--- src/rtl/systolic_result_drain.sv ---
// Snapshots an N x N block of signed accumulator results and streams it out row-major over valid/ready.
// Optional build macro DRAIN_RELU_EN: negative results are clamped to zero as the snapshot is loaded.
module systolic_result_drain #(
  parameter int DATA_WIDTH = 8,
  parameter int N          = 4
) (
  input  logic                           clk,
  input  logic                           rst,
  input  logic                           capture,
  input  logic [N*N*2*DATA_WIDTH-1:0]    results_flat,
  output logic [2*DATA_WIDTH-1:0]        out_data,
  output logic [$clog2(N)-1:0]           out_row,
  output logic [$clog2(N)-1:0]           out_col,
  output logic                           out_last,
  output logic                           out_valid,
  input  logic                           out_ready,
  output logic                           busy,
  output logic                           overrun
);

  localparam int RW = 2 * DATA_WIDTH;
  localparam int NE = N * N;
  localparam int IW = $clog2(NE);
  localparam int CW = $clog2(N);
  localparam logic [IW-1:0] LAST_IDX = IW'(NE - 1);
  localparam logic [IW-1:0] IDX_ONE  = {{(IW-1){1'b0}}, 1'b1};

  typedef enum logic [0:0] {
    IDLE   = 1'b0,
    STREAM = 1'b1
  } state_t;

  state_t          state_r;
  state_t          state_nxt_s;
  logic [IW-1:0]   index_r;
  logic [IW-1:0]   index_nxt_s;
  logic [RW-1:0]   snap_r [NE];
  logic            xfer_s;
  logic            at_last_s;
  logic            load_s;
  logic            overrun_nxt_s;
  logic [RW-1:0]   data_nxt_s;
  logic [CW-1:0]   row_nxt_s;
  logic [CW-1:0]   col_nxt_s;
  logic            last_nxt_s;
  logic            valid_nxt_s;

  function automatic logic [RW-1:0] load_value(input logic [RW-1:0] v);
`ifdef DRAIN_RELU_EN
    return v[RW-1] ? {RW{1'b0}} : v;
`else
    return v;
`endif
  endfunction

  // State and element index register
  always_ff @(posedge clk) begin
    if (rst) begin
      state_r <= IDLE;
      index_r <= {IW{1'b0}};
    end else begin
      state_r <= state_nxt_s;
      index_r <= index_nxt_s;
    end
  end

  // Next state: a capture is taken only when idle or on the final transfer of a frame
  always_comb begin
    xfer_s        = out_valid & out_ready;
    at_last_s     = (index_r == LAST_IDX);
    state_nxt_s   = state_r;
    index_nxt_s   = index_r;
    load_s        = 1'b0;
    overrun_nxt_s = 1'b0;
    case (state_r)
      IDLE: begin
        if (capture) begin
          state_nxt_s = STREAM;
          index_nxt_s = {IW{1'b0}};
          load_s      = 1'b1;
        end else begin
          state_nxt_s = IDLE;
        end
      end
      STREAM: begin
        if (xfer_s && at_last_s) begin
          index_nxt_s = {IW{1'b0}};
          if (capture) begin
            load_s      = 1'b1;
            state_nxt_s = STREAM;
          end else begin
            state_nxt_s = IDLE;
          end
        end else if (xfer_s) begin
          index_nxt_s   = index_r + IDX_ONE;
          overrun_nxt_s = capture;
        end else begin
          overrun_nxt_s = capture;
        end
      end
      default: begin
        state_nxt_s = IDLE;
        index_nxt_s = {IW{1'b0}};
      end
    endcase
  end

  // Snapshot buffer; reset need not clear it but does suppress a coincident load
  always_ff @(posedge clk) begin
    if (load_s && !rst) begin
      for (int k = 0; k < NE; k++) begin
        snap_r[k] <= load_value(results_flat[k*RW +: RW]);
      end
    end
  end

  // Output values for the next cycle; a fresh load bypasses the buffer for element (0,0)
  always_comb begin
    data_nxt_s  = {RW{1'b0}};
    row_nxt_s   = {CW{1'b0}};
    col_nxt_s   = {CW{1'b0}};
    last_nxt_s  = 1'b0;
    valid_nxt_s = 1'b0;
    if (state_nxt_s == STREAM) begin
      valid_nxt_s = 1'b1;
      row_nxt_s   = CW'(int'(index_nxt_s) / N);
      col_nxt_s   = CW'(int'(index_nxt_s) % N);
      last_nxt_s  = (index_nxt_s == LAST_IDX);
      if (load_s) begin
        data_nxt_s = load_value(results_flat[RW-1:0]);
      end else begin
        data_nxt_s = snap_r[index_nxt_s];
      end
    end else begin
      valid_nxt_s = 1'b0;
    end
  end

  // Registered outputs
  always_ff @(posedge clk) begin
    if (rst) begin
      out_data  <= {RW{1'b0}};
      out_row   <= {CW{1'b0}};
      out_col   <= {CW{1'b0}};
      out_last  <= 1'b0;
      out_valid <= 1'b0;
      busy      <= 1'b0;
      overrun   <= 1'b0;
    end else begin
      out_data  <= data_nxt_s;
      out_row   <= row_nxt_s;
      out_col   <= col_nxt_s;
      out_last  <= last_nxt_s;
      out_valid <= valid_nxt_s;
      busy      <= valid_nxt_s;
      overrun   <= overrun_nxt_s;
    end
  end

endmodule

--- config.mk ---
export PLATFORM = sky130hd
export DESIGN_NAME = systolic_result_drain
export DESIGN_NICKNAME = d
export VERILOG_FILES = /design/src/rtl/systolic_result_drain.sv
export SDC_FILE = /design/constraint.sdc
export NUM_CORES = 1
export LEC_CHECK = 0
export CAP_MARGIN = 20
export CORE_MARGIN = 2
export CORE_UTILIZATION = 35
export CTS_BUF_LIST = sky130_fd_sc_hd__clkbuf_2 sky130_fd_sc_hd__clkbuf_4 sky130_fd_sc_hd__clkbuf_8
export DETAILED_ROUTE_END_ITERATION = 12
export MAX_ROUTING_LAYER = met4
export PLACE_DENSITY = 0.67
export SLEW_MARGIN = 5
export SYNTH_ARGS = -nofsm -noshare
export SYNTH_HDL_FRONTEND = slang
export SYNTH_SLANG_ARGS = --single-unit
--- constraint.sdc ---
create_clock -name clk -period 14.8 [get_ports clk]
set_clock_uncertainty 0.15 [all_clocks]
set_input_delay 2.96 -clock clk [delete_from_list [all_inputs] [get_ports clk]]
set_output_delay 2.96 -clock clk [all_outputs]
set_load 0.05 [all_outputs]
Word-level counts from Yosys, hierarchy flattened
Memories as Yosys holds them, arrays and structs flattened. A register that Yosys moved wholly into a read port is not among the register bits.
Index checks and enable logic that the tools add are counted.
- memory bits (writable): 256
- memory bits (read-only): 0
- register bits after elaboration: 12
- memories: 1
- latch bits: 0
- equal/unequal tests: 2
- reduce and logical (&&, ||, !) cells: 5
- bitwise operators: 3
- divide/modulo/power cells: 0
- add/sub/neg operators: 1
- mux-type cells: 12
- order comparisons: 0
- shift operators: 0
- multipliers: 0
- memory list (name ; depth ; bits a word ; rd ports ; clocked after Yosys merged registers in ; write ports ; line ; RTL):
    snap_r ; 16 ; 16 ; 1 ; 1 ; 16 ; 37 ; logic [RW-1:0] snap_r [NE];
- operators with widths (cell ; count):
    $mux W4 ; 3
    $eq A4 B4 Y1 const B ; 2
    $pmux W4 S2 ; 1
    $mux W1 ; 6
    $add A4 B1 Y4 const B ; 1
    $pmux W1 S2 ; 2
    $reduce_or A3 Y1 ; 1
    $logic_and A1 B1 Y1 ; 2
    $not A1 Y1 ; 2
    $reduce_or A2 Y1 ; 1
    $and A1 B1 Y1 ; 1
    $logic_not A1 Y1 ; 1

Longest topological paths before layout
Gate-level depths: netlist of run 1.
- depth in word-level cells: 7
- depth in mapped cells: 9
- depth with buffers taken out: 8

Least setup slack after synthesis of run 1
No wires, ideal clock.
- path kind: input -> register
- start point: input port out_ready
- end point: register out_data[15], read port of snap_r
- setup slack: 2.797 ns
- arrival: 11.749 ns
- path buffers: 1
- stages on the path: 7
- cell sequence: nand2_1 o21ai_2 nand3b_1 inv_1 clkbuf_1 o21ai_0 a311oi_1
- cells in the longest elaborated chain, start to end: 6
- elaborated cells on any way between the ends: 9
- classes of those cells: mux (5); bitwise (2); reduce/logical (2)
- RTL lines (item ; line ; RTL):
    from (decl) ; 16 ; input logic out_ready,
    $and A1 B1 Y1 (*) ; 69 ; xfer_s = out_valid & out_ready;
    $logic_and A1 B1 Y1 ; 86 ; if (xfer_s && at_last_s) begin
    $mux W1 ; 86 ;
    $pmux W1 S2 ; 75 ; case (state_r)
    $not A1 Y1 (no line) ; n/a ;
    $reduce_or A2 Y1 (no line) ; n/a ;
    to (decl) ; 11 ; output logic [2*DATA_WIDTH-1:0] out_data,
Mark *: on every way between the ends. The rest lies on a longest branch, timed or not.
A chain may end at the register's enable or synchronous reset.

Final worst setup path of run 1
- start point: input port out_ready
- end point: register out_data[14], read port of snap_r
The elaborated chain is that of the path after synthesis.

==> results_dict.tcl, run 1 <==
set metrics [dict create \
    ys_ff_latch 283 \
    dieHeight_um 180 \
    synth_edf_count 256 \
    async_reset_ff_share_pct 0 \
    die_w_um 180 \
    arrival_ps 6440 \
    yosysTopAreaCell "edfxtp_1" \
    worst-setup-path-type "in -> reg" \
    drtIter0Drc 378 \
    start_util_pct 35.6 \
    cts_resized 0 \
    cts_inserted_buffers 48 \
    design_area_sq_mm 0.0151 \
    hpwl_um 18700 \
    grt_pass1_wl_um 39700 \
    port_buffers 283 \
    slew_headroom_pct 27.7 \
    power-per-cell-area_mw_per_mm2 117 \
    maxSlewViolCount 0 \
    insertion_delay_ps 540 \
    fill_cells 2581 \
    rsz0062_at_grt "no" \
    holdWs_ps 394 \
    drtAntennaViolNets 0 \
    wire_per_inst_um 21.0 \
    antenna_found_initial 7 \
    path_cells "clkdlybuf4s50_1, nand2_1, o221ai_2, nand2_4, mux4_2, a22oi_1, a311oi_1" \
    ios 284 \
    rows 64 \
    place_inst 1210 \
    cts_tree "done" \
    path_delay_family "compound AO/OA/AOI/OAI gates" \
    drive_above_1_share_pct 17.0 \
    timing.critical_path.buf_inv 1 \
    routabilityCongestion 0.822 \
    synth_ff_type "edfxtp_1" \
    synthesis.instances 561 \
    vias 6401 \
    final-hold-violation-count 0 \
    synth_top_area_share_pct 70.6 \
    hold_class "reg -> reg" \
    cts_root_buffer "clkbuf_8" \
    grt_max_degree 178 \
    cts-hold-fix-buffers 0 \
    fin_cells 1308 \
    fin_crit_ps 6190 \
    critPathLaunchType "input pin" \
    ir_worst_vdd_mv 0.0630 \
    synthTopCellsByArea "edfxtp_1 (71%), mux4_2 (8.5%), dfxtp_1 (5.0%), mux2i_1 (3.0%), a22oi_1 (1.4%)" \
    synth_area_sq_mm 0.0109 \
    avgSynthCellArea_sq_um 19.4 \
    dr.pass1.iters 5 \
    p_leak_nw 5.05 \
    ys_warn_count 0 \
    yosysMostFrequentCell "edfxtp_1" \
    ff2ff_path_depth 6 \
    cts_setup_buffers 0 \
    crit_path_max_fanout 65 \
    grt_overflow 0 \
    cts.sinks 283 \
    area_delta_synth_final_pct 38.4 \
    viasPerCell 4.89 \
    synth-seq-area-share_pct 75.6 \
    final.period_utilization_pct 41.9 \
    fmax_mhz 161 \
    maxCapViolations 0 \
    whs_path_depth 1 \
    grt_pass1_vias 6763 \
    core-area_sq_mm 0.0306 \
    drcViolationCount 0 \
    required_ps 15040 \
    critPathCaptureType "register" \
    clk_pin_slew_ps 60 \
    grt.total_usage_pct 16.9 \
    cts_buffer_depth 3 \
    synth_cell_types 43 \
    critPathMaxStageDelay_ps 770 \
    tns_ps 0 \
    synth_common_cells "edfxtp_1 (256), mux4_2 (41), mux2i_1 (33)" \
    final_util_pct 49.3 \
    critPathSlowestCell "nand2_4" \
    worstMarginPinSlew_ps 1080 \
    dieArea_sq_mm 0.0325 \
    dpl_cell_area_sq_mm 0.0140 \
    synth_nets 822 \
    outcome "complete, no violations" \
    path_depth 7 \
    nets 1128 \
    routed_wl_um 27400 \
    cts_htree_levels 2 \
    setup_viol 0 \
]
layer usage:
metal / up-vias / track usage [%] / wire (um)
li1: 2955 / - / -
met1: 3135 / 21.5 / 11900
met5: - / - / 0
met3: 45 / 4.73 / 1820
met4: 0 / 5.35 / 625
met2: 266 / 26.2 / 13000
kinds of logic after synthesis:
| logic type | count (synthesis) | share of synthesized area, % |
|---|---|---|
| AND/OR/NAND/NOR | 55 | 2.75 |
| buffers and inverters | 36 | 2.16 |
| adder cells (fa/ha/maj) | 1 | 0.115 |
| multiplexers | 87 | 13.0 |
| AO/OA/AOI/OAI | 99 | 6.38 |
| flip-flops | 283 | 75.6 |
state kept, by name (all words and copies together) (netlist names):
signal / count
out_col: 2
out_row: 2
index_r: 4
state_r: 1
out_last: 1
overrun: 1
out_data: 16
snap_r: 256
report_power, final:
part	switching (mW)	internal, mW	leakage (nW)
Sequential	0.00843	0.908	2.59
Combinational	0.0701	0.0956	1.95
Clock	0.303	0.379	0.505
Total	0.382	1.38	5.05
stage by stage:
step | power (mW) | worst slack, ps
2_1_floorplan | 1.01 | 2800
3_3_place_gp | 1.10 | 7730
3_5_place_dp | 1.10 | 7620
4_1_cts | 1.79 | 8180
5_1_grt | 1.84 | 8420
6_report | 1.76 | 8610
path summary, 6_finish.rpt:
check | slack (ps) | to | startpoint
max | 8610 | out_data[14] | out_ready
min | 390 | out_row[1] | index_r[3]
max reg2reg | 10850 | out_data[14] | state_r
min reg2reg | 390 | out_row[1] | index_r[3]
layout make-up:
cell class / count / area [sq um] / area share (%)
clock inverters: 20 / 119 / 0.789
well taps: 396 / 495 / 3.29
repair buffers: 290 / 2930 / 19.5
clock buffers: 68 / 830 / 5.51
multi-input cells: 242 / 2430 / 16.1
flip-flops and latches: 283 / 8230 / 54.6
inverters: 2 / 15.0 / 0.0997
diodes: 7 / 17.5 / 0.116
cell usage in the layout (no fill, tap or decap), types with 2 or more instances in the layout:
cell type | synthesis | layout
clkdlybuf4s50_1 | 0 | 283
edfxtp_1 | 256 | 256
clkbuf_8 | 0 | 51
mux4_2 | 41 | 41
mux2i_1 | 33 | 33
dfxtp_1 | 27 | 27
nand3_1 | 25 | 25
o21ai_0 | 23 | 23
a22oi_1 | 21 | 21
clkbuf_4 | 0 | 17
a21oi_1 | 13 | 13
nor2_1 | 12 | 12
mux2_2 | 12 | 12
o211ai_1 | 11 | 11
a311oi_1 | 11 | 11
clkinv_1 | 0 | 9
clkinv_2 | 0 | 8
diode_2 | 0 | 7
nand2_1 | 6 | 5
a31oi_1 | 5 | 5
o21ai_1 | 4 | 4
buf_4 | 6 | 4
a21boi_2 | 2 | 2
and3_1 | 2 | 2
o221ai_2 | 2 | 2
or2_2 | 2 | 2
clkinvlp_4 | 0 | 2
buf_16 | 0 | 2
Note: power is estimated with default switching activity, not from simulation.
==> run 2, diff against run 1 <==
clock period = 5.9 ns   (was 14.8 ns; I/O delays follow)
==> results_dict.tcl, run 2 (synthesized netlist as in run 1, its figures left out) <==
set metrics [dict create \
    outcome "complete, no violations" \
    routabilityCongestion 0.796 \
    cts-hold-fix-buffers 0 \
    drtIter0Drc 456 \
    slew_headroom_pct 33.3 \
    drcViolationCount 0 \
    fmax_mhz 242 \
    grt_pass1_wl_um 42100 \
    cts_root_buffer "clkbuf_8" \
    final_cell_mix "clkdlybuf4s50_1 (283), edfxtp_1 (256), clkbuf_8 (51), mux4_2 (41), mux2i_1 (33)" \
    maxCapViolations 0 \
    area_delta_synth_final_pct 38.3 \
    critPathCaptureType "register" \
    cts.sinks 283 \
    drive_above_1_share_pct 17.0 \
    hold_class "reg -> reg" \
    maxSlewViolCount 0 \
    p_leak_nw 5.05 \
    dieHeight_um 180 \
    fin_crit_ps 4140 \
    nets 1130 \
    cts_tree "done" \
    ios 284 \
    regMostFlops "snap_r" \
    routed_wl_um 28900 \
    worst-setup-path-type "in -> reg" \
    drtAntennaViolNets 0 \
    rows 64 \
    dpl_cell_area_sq_mm 0.0141 \
    final-hold-violation-count 0 \
    port_buffers 283 \
    wire_per_inst_um 22.1 \
    critPathMaxStageDelay_ps 780 \
    arrival_ps 4390 \
    cts_resized 0 \
    path_cells "clkdlybuf4s50_1, nor2_1, nand2_1, nand2_4, buf_12, mux4_2, a22oi_1, a311oi_1" \
    grt.total_usage_pct 18.0 \
    hpwl_um 20500 \
    largest_reg_flops 256 \
    clk_pin_slew_ps 60 \
    viasPerCell 4.98 \
    required_ps 6150 \
    vias 6504 \
    reg_top3 "snap_r x256, out_data x16, index_r x4" \
    design_area_sq_mm 0.0151 \
    setup_viol 0 \
    cts_htree_levels 2 \
    ir_worst_vdd_mv 0.207 \
    cts_setup_buffers 0 \
    start_util_pct 35.6 \
    core-area_sq_mm 0.0306 \
    dieArea_sq_mm 0.0325 \
    power-per-cell-area_mw_per_mm2 293 \
    cts_inserted_buffers 48 \
    antenna_found_initial 4 \
    critPathLaunchType "input pin" \
    tns_ps 0 \
    final.period_utilization_pct 70.2 \
    crit_path_max_fanout 39 \
    layout_commonest_cell "clkdlybuf4s50_1" \
    rsz0062_at_grt "no" \
    insertion_delay_ps 560 \
    die_w_um 180 \
    grt_overflow 0 \
    critPathSlowestCell "clkdlybuf4s50_1" \
    grt_pass1_vias 6955 \
    worstMarginPinSlew_ps 1000 \
    cts_buffer_depth 3 \
    dr.pass1.iters 5 \
    grt_max_degree 104 \
]
[run 2: cell type report]
type                    instances  area, sq um
flip-flops and latches        283         8230
repair buffers                292         2950
multi-input cells             242         2430
inverters                       2         15.0
fillers                      2554        15500
clock inverters                21          108
well taps                     396          495
diodes                          4         10.0
clock buffers                  67          822
[run 2: metrics by stage]
| step | setup WS, ps | utilization, % | hold WS (ps) | std cells | power, mW |
|---|---|---|---|---|---|
| floorplan | 1470 | - | 326 | 561 | 2.52 |
| global placement | 1260 | 46.2 | 387 | 1215 | 2.76 |
| detailed placement | 1180 | 46.2 | 383 | 1215 | 2.77 |
| CTS | 1770 | 49.2 | 395 | 1303 | 4.46 |
| global route | 1580 | 49.2 | 411 | 1307 | 4.57 |
| finish | 1760 | 49.2 | 407 | 1307 | 4.41 |
[run 2: power by group]
| group | switching, mW | total (mW) | internal, mW |
|---|---|---|---|
| Combinational | 0.178 | 0.418 | 0.240 |
| Clock | 0.778 | 1.68 | 0.907 |
| Sequential | 0.0258 | 2.30 | 2.28 |
[run 2: metal layers]
layer  track usage (%)  routed length (um)  vias up
met2              27.6               13500      263
met3              5.27                2320       50
li1                  -                   -     2946
met4              6.26                 890        0
met5                 -                   0        -
met1              22.8               12200     3245
[run 2: final timing paths]
check	start	to	slack [ps]	cells after the start
worst min-delay path	index_r[3]	out_row[1]	410	1
worst max register to register	state_r	out_data[14]	2530	8
worst min register to register	index_r[3]	out_row[1]	410	1
worst max-delay path	capture	out_data[14]	1760	8
[run 2: critical path: cells and delay by family]
family	cells	cell delay (ps)
AO/OA/AOI/OAI	2	560
multiplexers	1	340
buffers and inverters	2	1100
AND/OR/NAND/NOR	3	1180
